File: src/rtl/capture_pkg.sv
//------------------------------------------------------------------------------
// Module  : capture_pkg
// Brief   : Shared state encoding and default widths for the capture sequencer.
// Rev     : 1.0  initial release
//------------------------------------------------------------------------------
`default_nettype none

package capture_pkg;

    localparam int unsigned c_DATA_SIZE = 12;
    localparam int unsigned c_LEN_W     = 9;
    localparam int unsigned c_DECIM_W   = 8;

    typedef enum logic [1:0] {
        ST_IDLE    = 2'd0,
        ST_ARMED   = 2'd1,
        ST_CAPTURE = 2'd2,
        ST_DONE    = 2'd3
    } cap_state_t;

endpackage

`default_nettype wire

File: src/rtl/trig_detect.sv
//------------------------------------------------------------------------------
// Module  : trig_detect
// Brief   : Level-crossing edge detector on a strobed sample stream.
// Rev     : 1.0  initial release
//------------------------------------------------------------------------------
`default_nettype none

module trig_detect
    import capture_pkg::*;
#(
    parameter int unsigned DATA_SIZE = c_DATA_SIZE
) (
    input  logic                 clk,
    input  logic                 rst,
    input  logic                 i_clear,
    input  logic                 i_accept,
    input  logic [DATA_SIZE-1:0] i_sample,
    input  logic [DATA_SIZE-1:0] i_level,
    input  logic                 i_rising,
    output logic                 o_hit
);

    logic [DATA_SIZE-1:0] r_prev;
    logic                 r_prev_valid;
    logic                 w_rise;
    logic                 w_fall;

    always_ff @(posedge clk or posedge rst) begin
        if (rst) begin
            r_prev       <= '0;
            r_prev_valid <= 1'b0;
        end else if (i_clear) begin
            r_prev_valid <= 1'b0;
        end else if (i_accept) begin
            r_prev       <= i_sample;
            r_prev_valid <= 1'b1;
        end
    end

    assign w_rise = (r_prev < i_level) && (i_sample >= i_level);
    assign w_fall = (r_prev > i_level) && (i_sample <= i_level);

    // No edge can be claimed until one earlier sample has been seen.
    assign o_hit = i_accept && r_prev_valid && (i_rising ? w_rise : w_fall);

endmodule

`default_nettype wire

File: src/rtl/capture_ctrl.sv
//------------------------------------------------------------------------------
// Module  : capture_ctrl
// Brief   : Write-side capture sequencer: decimate, trigger, fill sample FIFO.
// Rev     : 1.0  initial release
//------------------------------------------------------------------------------
`default_nettype none

module capture_ctrl
    import capture_pkg::*;
#(
    parameter int unsigned DATA_SIZE = c_DATA_SIZE,
    parameter int unsigned LEN_W     = c_LEN_W,
    parameter int unsigned DECIM_W   = c_DECIM_W
) (
    input  logic                 w_clk_i,
    input  logic                 w_rst_i,
    input  logic                 start_i,
    input  logic                 abort_i,
    input  logic                 force_trig_i,
    input  logic [DATA_SIZE-1:0] trig_level_i,
    input  logic                 trig_rising_i,
    input  logic [DECIM_W-1:0]   decim_i,
    input  logic [LEN_W-1:0]     capture_len_i,
    input  logic                 sample_valid_i,
    input  logic [DATA_SIZE-1:0] sample_i,
    input  logic                 fifo_full_i,
    output logic                 fifo_inc_o,
    output logic [DATA_SIZE-1:0] fifo_data_o,
    output logic                 busy_o,
    output logic                 triggered_o,
    output logic                 done_o,
    output logic                 overflow_o
);

    cap_state_t           r_state;
    cap_state_t           w_state_nxt;

    logic [DATA_SIZE-1:0] r_level;
    logic                 r_rising;
    logic [DECIM_W-1:0]   r_decim;
    logic [LEN_W-1:0]     r_len;
    logic [DECIM_W-1:0]   r_dec_cnt;
    logic [LEN_W-1:0]     r_wr_cnt;
    logic                 r_wr_pend;
    logic [DATA_SIZE-1:0] r_wr_data;
    logic                 r_triggered;
    logic                 r_overflow;
    logic                 r_force_pend;

    logic                 w_armed;
    logic                 w_capture;
    logic                 w_start_ok;
    logic                 w_accept;
    logic                 w_hit;
    logic                 w_trig;
    logic                 w_fifo_inc;
    logic                 w_last_wr;
    logic                 w_load;

    assign w_armed    = (r_state == ST_ARMED);
    assign w_capture  = (r_state == ST_CAPTURE);
    assign w_start_ok = start_i && !abort_i && (capture_len_i != '0) &&
                        ((r_state == ST_IDLE) || (r_state == ST_DONE));
    assign w_accept   = (w_armed || w_capture) && sample_valid_i && (r_dec_cnt == '0);
    assign w_trig     = w_armed && w_accept && (r_force_pend || w_hit);
    assign w_fifo_inc = r_wr_pend && !fifo_full_i;
    assign w_last_wr  = w_fifo_inc && (r_wr_cnt == r_len - 1'b1);
    // The sample accepted alongside the final write is never staged.
    assign w_load     = w_trig || (w_capture && w_accept && !w_last_wr);

    trig_detect #(
        .DATA_SIZE (DATA_SIZE)
    ) u_trig_detect (
        .clk      (w_clk_i),
        .rst      (w_rst_i),
        .i_clear  (w_start_ok || abort_i),
        .i_accept (w_armed && w_accept),
        .i_sample (sample_i),
        .i_level  (r_level),
        .i_rising (r_rising),
        .o_hit    (w_hit)
    );

    always_ff @(posedge w_clk_i or posedge w_rst_i) begin
        if (w_rst_i) begin
            r_state <= ST_IDLE;
        end else begin
            r_state <= w_state_nxt;
        end
    end

    always_comb begin
        w_state_nxt = r_state;
        if (abort_i) begin
            w_state_nxt = ST_IDLE;
        end else begin
            case (r_state)
                ST_IDLE, ST_DONE: if (w_start_ok) w_state_nxt = ST_ARMED;
                ST_ARMED:         if (w_trig)     w_state_nxt = ST_CAPTURE;
                ST_CAPTURE:       if (w_last_wr)  w_state_nxt = ST_DONE;
                default:                          w_state_nxt = ST_IDLE;
            endcase
        end
    end

    always_ff @(posedge w_clk_i or posedge w_rst_i) begin
        if (w_rst_i) begin
            r_level      <= '0;
            r_rising     <= 1'b0;
            r_decim      <= '0;
            r_len        <= '0;
            r_dec_cnt    <= '0;
            r_wr_cnt     <= '0;
            r_wr_pend    <= 1'b0;
            r_wr_data    <= '0;
            r_triggered  <= 1'b0;
            r_overflow   <= 1'b0;
            r_force_pend <= 1'b0;
        end else begin
            r_wr_pend <= 1'b0;
            if (abort_i) begin
                r_triggered  <= 1'b0;
                r_overflow   <= 1'b0;
                r_force_pend <= 1'b0;
            end else if (w_start_ok) begin
                r_level      <= trig_level_i;
                r_rising     <= trig_rising_i;
                r_decim      <= decim_i;
                r_len        <= capture_len_i;
                r_dec_cnt    <= '0;
                r_wr_cnt     <= '0;
                r_triggered  <= 1'b0;
                r_overflow   <= 1'b0;
                r_force_pend <= 1'b0;
            end else begin
                if ((w_armed || w_capture) && sample_valid_i) begin
                    r_dec_cnt <= (r_dec_cnt == '0) ? r_decim : r_dec_cnt - 1'b1;
                end
                if (w_armed && force_trig_i) begin
                    r_force_pend <= 1'b1;
                end
                if (w_trig) begin
                    r_force_pend <= 1'b0;
                    r_triggered  <= 1'b1;
                end
                if (w_load) begin
                    r_wr_pend <= 1'b1;
                    r_wr_data <= sample_i;
                end
                if (r_wr_pend && fifo_full_i) begin
                    r_overflow <= 1'b1;
                end
                if (w_fifo_inc) begin
                    r_wr_cnt <= r_wr_cnt + 1'b1;
                end
            end
        end
    end

    assign fifo_inc_o  = w_fifo_inc;
    assign fifo_data_o = r_wr_data;
    assign busy_o      = w_armed || w_capture;
    assign done_o      = (r_state == ST_DONE);
    assign triggered_o = r_triggered;
    assign overflow_o  = r_overflow;

endmodule

`default_nettype wire

File: config.mk
export PLATFORM = sky130hd
export DESIGN_NAME = capture_ctrl
export DESIGN_NICKNAME = d
export VERILOG_FILES = /design/src/rtl/capture_pkg.sv /design/src/rtl/trig_detect.sv /design/src/rtl/capture_ctrl.sv
export SDC_FILE = /design/constraint.sdc
export NUM_CORES = 1
export LEC_CHECK = 0
export ABC_CLOCK_PERIOD_IN_PS = 4500
export CAP_MARGIN = 20
export CORE_MARGIN = 2
export CORE_UTILIZATION = 38
export DETAILED_ROUTE_END_ITERATION = 8
export SYNTH_ARGS = -nofsm -noshare
export SYNTH_HDL_FRONTEND = slang
export SYNTH_HIERARCHICAL = 1
export SYNTH_SLANG_ARGS = --single-unit
File: constraint.sdc
create_clock -name w_clk_i -period 4.5 [get_ports w_clk_i]
set_input_delay 0.45 -clock w_clk_i [delete_from_list [all_inputs] [get_ports w_clk_i]]
set_output_delay 0.45 -clock w_clk_i [all_outputs]
set_load 0.01 [all_outputs]
==> reports/summary.log, run 1 <==
[routing] via density per instance 5.169
[placement] count of input and output buffers 65
[placement] global placement routability congestion 0.8917
[synth] Distinct cells, synth 58
[routing] Detailed Routing Iterations Pass 1 4
[pwr] total power after layout 3.123 mW
[sta] Final Slew Violations 0
[synth] cell area after technology mapping 4404 um2
[placement] worst setup slack after placement 641.0 ps
[grt] met1 global-route usage 0.2039
[finish] share of post-route cells with drive strength above 1 0.1735
[floorplanning] top-level I/O count 66
[floorplanning] row cnt 39
[sta] transition time at the pin with the least slew margin 615.4 ps
[cts] root buffer cell clkbuf_16
[finish] commonest cells after routing, fill and taps aside 78 x dfrtp_1, 65 x clkdlybuf4s50_1, 40 x mux2_2
[sta] max frequency 268.6 MHz
[floorplanning] Placeable Area 11370 um2
[routing] vias 3272
[floorplanning] Initial Util 0.3874
[setup_path] critical-path cell with the highest stage delay a311o_4
[min_path] Hold Crit Class primary input to asynchronous set/reset pin
[pwr] internal power summed over all cells 1.982 mW
[grt] leftover overflow at the end of global routing 0
[sta] worst path setup slack after routing 777.2 ps
[sta] Max transition margin 0.5866
[cts] TritonCTS clock tree done
[grt] vias in the first global route 3368
[placement] final HPWL from detailed placement 7.107 mm
[job] count of maximum capacitance violations 0
[cts] clk slew on worst S/H paths 60 ps
[synth] Gate Count Post-Synth 414
[pwr] portion of total power attributed to sequential cells 0.359
[synth] Post-synth ARST share 1.000
[cts] Clock Path Buffers 2
[sta] final critical-path share of the clock period 0.8273
[grt] global-route wire length before repair 16.34 mm
[pwr] Max rail drop VDD 0.2619 mV
[setup_path] critical path buffer and inverter count 1
[setup_path] data required time at the worst endpoint 4720 ps
[synth] Synth Net Count 495
[pwr] switching share of total power 0.3653
[setup_path] CP arrival 3940 ps
[sta] Tmin final 3723 ps
[cts] insertion delay of the later-clocked pin in the worst-skew pair 340 ps
[floorplanning] total die area 12470 um2
[pwr] Static Leakage 2.553 nW
[routing] post-route DRC violation count 0
[grt] layer carrying the most global-route usage met2
[grt] met2 usage in global routing 0.2731
[pwr] logic gate share of total power 0.425
[finish] leading cell type in the layout, fill and taps excluded dfrtp_1
[synth] count of flip-flops with a built-in enable after synthesis 0
[grt] met3 Use GR 0.05226
[cts] TritonCTS sink count 78
[routing] Routed wire per std cell 15.37 um
[sta] setup repair after global routing missed its margin false
[synth] total of flip-flops plus latches after synthesis 78
[pwr] power dissipated by switching net loads 1.141 mW
[routing] antenna violation net count after detailed routing 0
[sta] setup tns final 0 ps
[cts] htree depth 3
[pwr] part of the power in the clock network 0.217
[outcome] run status complete, no violations
[synth] Synth Flop Type dfrtp_1
[floorplanning] width of the die 111.7 um
[sta] Setup-failing EPs final 0
[cts] count of buffers added by post-CTS timing repair for setup 0
[grt] antenna violations before repair 0
[finish] fin nets 566
[finish] Area Overhead vs Synth 25.48%
[synth] sequential cell area fraction in the yosys report 0.4432
[floorplanning] chip height 111.7 um
[sta] count of final hold-check violations 0
[grt] All-Layer GR Usage 0.1626
[setup_path] Crit path max-delay family simple AND/OR/NAND/NOR gates
[setup_path] CP Max Fanout 13
[synth] Yosys warning count 6
[setup_path] critical path type flop to flop
[pwr] Power per Cell Area 565.1 nW/um2
[cts] cts bufs inserted 9
[finish] antenna diode count 0
[cts] post-CTS sizing 0
[routing] number of DRC violations after detailed-routing iteration 0 114
[sta] minimum hold slack 364.5 ps
[setup_path] sort of element at the end of the critical path flop
[grt] pin count of the biggest net entering global routing 48
[routing] aggregate routed wire length 9.730 mm
[synth] average footprint of a synthesized cell 10.64 um2
[setup_path] CP cell instances inv_1 -> ha_1 -> nor4b_4 -> and2_2 -> and3_1 -> nand3_1 -> or4_1 -> a32oi_1 -> o21a_1 -> and3_2 -> a31oi_1 -> a311o_4 -> mux2_4
[setup_path] Critical Path Source Type flop
[sta] Worst Clk Skew 8.166 ps
[setup_path] Largest stage delay, worst path 510 ps
[cts] Post-CTS Hold Buffers 0
logic make-up after synthesis:
logic type      Yosys count  share of synthesized area
compound gates           71                     0.1040
xor+xnor                 18                    0.03580
fa+ha+maj                32                    0.09091
buf+inv                  40                    0.03608
flops                    78                     0.4432
mux                      51                     0.1375
simple gates            124                     0.1526
final timing paths:
kind                       slack [ps]                     start  cells after the start                                      to
setup / recovery                  780  r_dec_cnt[0]$_DFFE_PP0P_                     13              fifo_data_o[8]$_DFFE_PP0P_
hold / removal                    360                   w_rst_i                      2                    r_rising$_DFFE_PP0P_
setup reg to reg                  780  r_dec_cnt[0]$_DFFE_PP0P_                     13              fifo_data_o[8]$_DFFE_PP0P_
hold reg to reg                   500    overflow_o$_DFFE_PP0P_                      2                  overflow_o$_DFFE_PP0P_
max in group asynchronous        3570                   w_rst_i                      2  u_trig_detect/r_prev_valid$_DFFE_PP0P_
min in group w_clk_i              500    overflow_o$_DFFE_PP0P_                      2                  overflow_o$_DFFE_PP0P_
worst register-to-register path: cells and delay by family (launching register included):
kind	cells	cell delay (ps)
muxes	1	350
AOI/OAI and AO/OA	4	910
buffers and inverters	1	90
DFF	1	410
adders and majority gates	1	150
and+or+nand+nor	6	1710
through the flow:
step	cells	util	instance area, um2
2_1_floorplan	414	-	4404
3_3_place_gp	616	0.4599	5229
3_5_place_dp	616	0.4599	5229
4_1_cts	632	0.4843	5507
5_1_grt	633	0.4861	5527
6_report	633	0.4861	5527
per-layer routing:
layer / part of all wire / vias up
li1: - / 1606
met1: 0.47 / 1601
met2: 0.48 / 53
met3: 0.040 / 12
met4: 0.014 / 0
met5: 0 / -
area by class of cell:
cell class	instances	area (um2)
Clock buffer	11	242.7
Clock inverter	5	35.03
Fill cell	1085	5843
Inverter	31	116.4
Multi-Input combinational cell	296	2308
Sequential cell	78	1952
Tap cell	143	178.9
Timing Repair Buffer	69	693.2
cells in the mapped netlist (2+ instances only):
cell type | n | area [um2]
and4_1 | 2 | 17.52
mux2_2 | 40 | 450.4
a311o_1 | 2 | 20.02
nand2_1 | 30 | 112.6
clkbuf_1 | 7 | 26.28
mux2_4 | 9 | 135.1
nor2b_1 | 8 | 50.05
xor2_1 | 11 | 96.34
nand3_1 | 8 | 40.04
o2111ai_1 | 2 | 17.52
a21o_1 | 2 | 15.01
nand4_1 | 6 | 37.54
nor2_1 | 32 | 120.1
a31oi_1 | 3 | 18.77
nor3b_1 | 2 | 15.01
dfrtp_1 | 78 | 1952
nor3_2 | 2 | 20.02
inv_1 | 31 | 116.4
nand2b_1 | 7 | 43.79
o21a_1 | 3 | 22.52
and3_2 | 2 | 15.01
nor3_1 | 6 | 30.03
mux2i_1 | 2 | 20.02
nor4_1 | 2 | 12.51
a21oi_1 | 21 | 105.1
xnor2_1 | 7 | 61.31
o21ai_1 | 2 | 10.01
ha_1 | 32 | 400.4
o21ai_0 | 22 | 110.1
a211oi_1 | 2 | 15.01
and3_1 | 3 | 18.77
and2_1 | 2 | 12.51
power by group through the flow:
stage	Sequential (mW)	Clock, mW	Combinational (mW)
2_1_floorplan	1.09	0	0.981
5_1_grt	1.16	0.730	1.50
3_3_place_gp	1.13	0	1.29
4_1_cts	1.12	0.698	1.34
6_report	1.12	0.677	1.33
3_5_place_dp	1.13	0	1.33
state kept, by name (all words and copies together) (netlist names):
name / count
fifo_data_o: 12
r_level: 12
u_trig_detect/r_prev: 12
r_len: 9
r_wr_cnt: 9
r_dec_cnt: 8
r_decim: 8
r_state: 2
overflow_o: 1
r_force_pend: 1
r_rising: 1
r_wr_pend: 1
triggered_o: 1
u_trig_detect/r_prev_valid: 1
No activity file was read; power rests on OpenSTA's default activity.
==> run 2: changes to the inputs <==
- ABC_CLOCK_PERIOD_IN_PS: 4500 -> 3800
- clock period: 4.5 -> 3.8 ns (I/O delays scaled with it)
==> run 2 against run 1 <==
Compared with the run above: clock-buffer cell count rose by 1; power grew 25%; clock power is 43% higher; critical path depth down 1; wire length increased by 2.4%; final area increased by 1.3%; sequential power is 18% higher; combinational power is 21% higher; global-route usage increased by 0.76 points; clock skew shrank 3.1 ps; first-iteration DRC count shrank 11%.
==> reports/summary.log, run 2 (synthesis gave the netlist of run 1 again) <==
[outcome] run status complete, no violations [unchanged]
[grt] antenna violations before repair 0 [unchanged]
[sta] final critical-path share of the clock period 0.9125 [was 0.8273]
[pwr] Max rail drop VDD 0.4017 mV [was 0.2619 mV]
[cts] root buffer cell clkbuf_16 [unchanged]
[grt] vias in the first global route 3511 [was 3368]
[pwr] Power per Cell Area 697.1 nW/um2 [was 565.1 nW/um2]
[cts] TritonCTS sink count 78 [unchanged]
[floorplanning] total die area 12470 um2 [unchanged]
[routing] antenna violation net count after detailed routing 0 [unchanged]
[sta] minimum hold slack 428.9 ps [was 364.5 ps]
[finish] share of post-route cells with drive strength above 1 0.1802 [was 0.1735]
[routing] aggregate routed wire length 9.959 mm [was 9.730 mm]
[placement] final HPWL from detailed placement 7.259 mm [was 7.107 mm]
[setup_path] sort of element at the end of the critical path flop [unchanged]
[setup_path] Critical Path Source Type flop [unchanged]
[cts] TritonCTS clock tree done [unchanged]
[cts] post-CTS sizing 0 [unchanged]
[sta] Worst Clk Skew 5.039 ps [was 8.166 ps]
[sta] count of final hold-check violations 0 [unchanged]
[setup_path] number of cells traversed by the worst register-to-register path 12 [was 13]
[floorplanning] top-level I/O count 66 [unchanged]
[floorplanning] chip height 111.7 um [unchanged]
[finish] Area Overhead vs Synth 27.16% [was 25.48%]
[grt] global-route wire length before repair 17.16 mm [was 16.34 mm]
[finish] antenna diode count 0 [unchanged]
[min_path] Hold Crit Class primary input to asynchronous set/reset pin [unchanged]
[routing] Routed wire per std cell 15.63 um [was 15.37 um]
[floorplanning] width of the die 111.7 um [unchanged]
[sta] Final Slew Violations 0 [unchanged]
[grt] All-Layer GR Usage 0.1702 [was 0.1626]
[setup_path] critical-path cell with the highest stage delay a311o_4 [unchanged]
[sta] Tmin final 3468 ps [was 3723 ps]
[setup_path] CP arrival 3690 ps [was 3940 ps]
[routing] Detailed Routing Iterations Pass 1 4 [unchanged]
[floorplanning] Initial Util 0.3874 [unchanged]
[setup_path] Largest stage delay, worst path 510 ps [about the same]
[sta] Max transition margin 0.6220 [was 0.5866]
[setup_path] CP Max Fanout 13 [unchanged]
[floorplanning] Placeable Area 11370 um2 [unchanged]
[grt] pin count of the biggest net entering global routing 42 [was 48]
[routing] number of DRC violations after detailed-routing iteration 0 102 [was 114]
[sta] Setup-failing EPs final 0 [unchanged]
[routing] vias 3315 [was 3272]
[cts] count of buffers added by post-CTS timing repair for setup 0 [unchanged]
[grt] leftover overflow at the end of global routing 0 [unchanged]
[pwr] Static Leakage 2.596 nW [was 2.553 nW]
[job] count of maximum capacitance violations 0 [unchanged]
[routing] post-route DRC violation count 0 [unchanged]
[setup_path] data required time at the worst endpoint 4020 ps [was 4720 ps]
[setup_path] critical path type flop to flop [unchanged]
[cts] clk slew on worst S/H paths 60 ps [about the same]
[finish] commonest cells after routing, fill and taps aside 78 x dfrtp_1, 65 x clkdlybuf4s50_1, 40 x mux2_2 [unchanged]
[cts] Clock Path Buffers 2 [unchanged]
[sta] setup tns final 0 ps [unchanged]
[cts] htree depth 3 [unchanged]
[finish] fin nets 570 [was 566]
[setup_path] CP cell instances inv_1 -> ha_1 -> nor2b_1 -> and3_1 -> nand3_1 -> or4_1 -> a32oi_1 -> o21a_1 -> and3_2 -> a31oi_1 -> a311o_4 -> mux2_4 [was inv_1 -> ha_1 -> nor4b_4 -> and2_2 -> and3_1 -> nand3_1 -> or4_1 -> a32oi_1 -> o21a_1 -> and3_2 -> a31oi_1 -> a311o_4 -> mux2_4]
[finish] leading cell type in the layout, fill and taps excluded dfrtp_1 [unchanged]
[placement] global placement routability congestion 0.8768 [was 0.8917]
[placement] count of input and output buffers 65 [unchanged]
[cts] cts bufs inserted 9 [unchanged]
[sta] max frequency 288.4 MHz [was 268.6 MHz]
[floorplanning] row cnt 39 [unchanged]
[cts] Post-CTS Hold Buffers 0 [unchanged]
[sta] setup repair after global routing missed its margin false [unchanged]
[cts] insertion delay of the later-clocked pin in the worst-skew pair 340 ps [about the same]
[sta] transition time at the pin with the least slew margin 562.7 ps [was 615.4 ps]
[routing] via density per instance 5.204 [was 5.169]
run 2: final cells by class:
cell class | count | area, um2
clock buffers | 12 | 256.5
clock inverters | 4 | 77.57
fillers | 1060 | 5769
inverters | 31 | 116.4
multi-input cells | 296 | 2308
flip-flops and latches | 78 | 1952
well taps | 143 | 178.9
repair buffers | 73 | 710.7
run 2: where the power goes:
part / total (mW) / leakage, nW / switching, mW / internal (mW)
Sequential: 1.32 / 1.01 / 0.224 / 1.10
Clock: 0.966 / 0.163 / 0.351 / 0.615
Combinational: 1.61 / 1.42 / 0.804 / 0.810
run 2: through the flow:
stage	instances	util	power, mW	setup slack, ps	cell area, um2
2_1_floorplan	414	-	2.449	240.2	4404
3_3_place_gp	621	0.4632	2.901	83.96	5266
3_5_place_dp	621	0.4632	2.945	11.38	5266
4_1_cts	637	0.4926	3.946	335.9	5600
5_1_grt	637	0.4926	4.241	104.7	5600
6_report	637	0.4926	3.904	332.4	5600
run 2: layer usage:
metal / share of wire / wire (um) / track usage / up-vias
met1: 0.46 / 4611 / 0.2189 / 1619
met4: 0.0099 / 99 / 0.04938 / 0
met5: 0 / 0 / 0 / -
met2: 0.49 / 4841 / 0.2800 / 77
li1: - / - / - / 1608
met3: 0.041 / 406 / 0.04954 / 11
run 2: worst paths after layout:
kind / end / slack [ps] / startpoint
min in group w_clk_i: fifo_data_o[2]$_DFFE_PP0P_ / 510 / fifo_data_o[2]$_DFFE_PP0P_
worst max-delay path: fifo_data_o[5]$_DFFE_PP0P_ / 330 / r_state[0]$_DFFE_PP0P_
worst max register to register: fifo_data_o[5]$_DFFE_PP0P_ / 330 / r_state[0]$_DFFE_PP0P_
worst min register to register: fifo_data_o[2]$_DFFE_PP0P_ / 510 / fifo_data_o[2]$_DFFE_PP0P_
worst min-delay path: r_level[6]$_DFFE_PP0P_ / 430 / w_rst_i
max in group asynchronous: r_len[3]$_DFFE_PP0P_ / 2430 / w_rst_i
run 2: critical path: cells and delay by family, from the launching register on:
kind / cells / cell delay (ps)
flops: 1 / 410
mux: 1 / 340
fa+ha+maj: 1 / 370
buf+inv: 1 / 80
simple gates: 5 / 1240
compound gates: 4 / 910
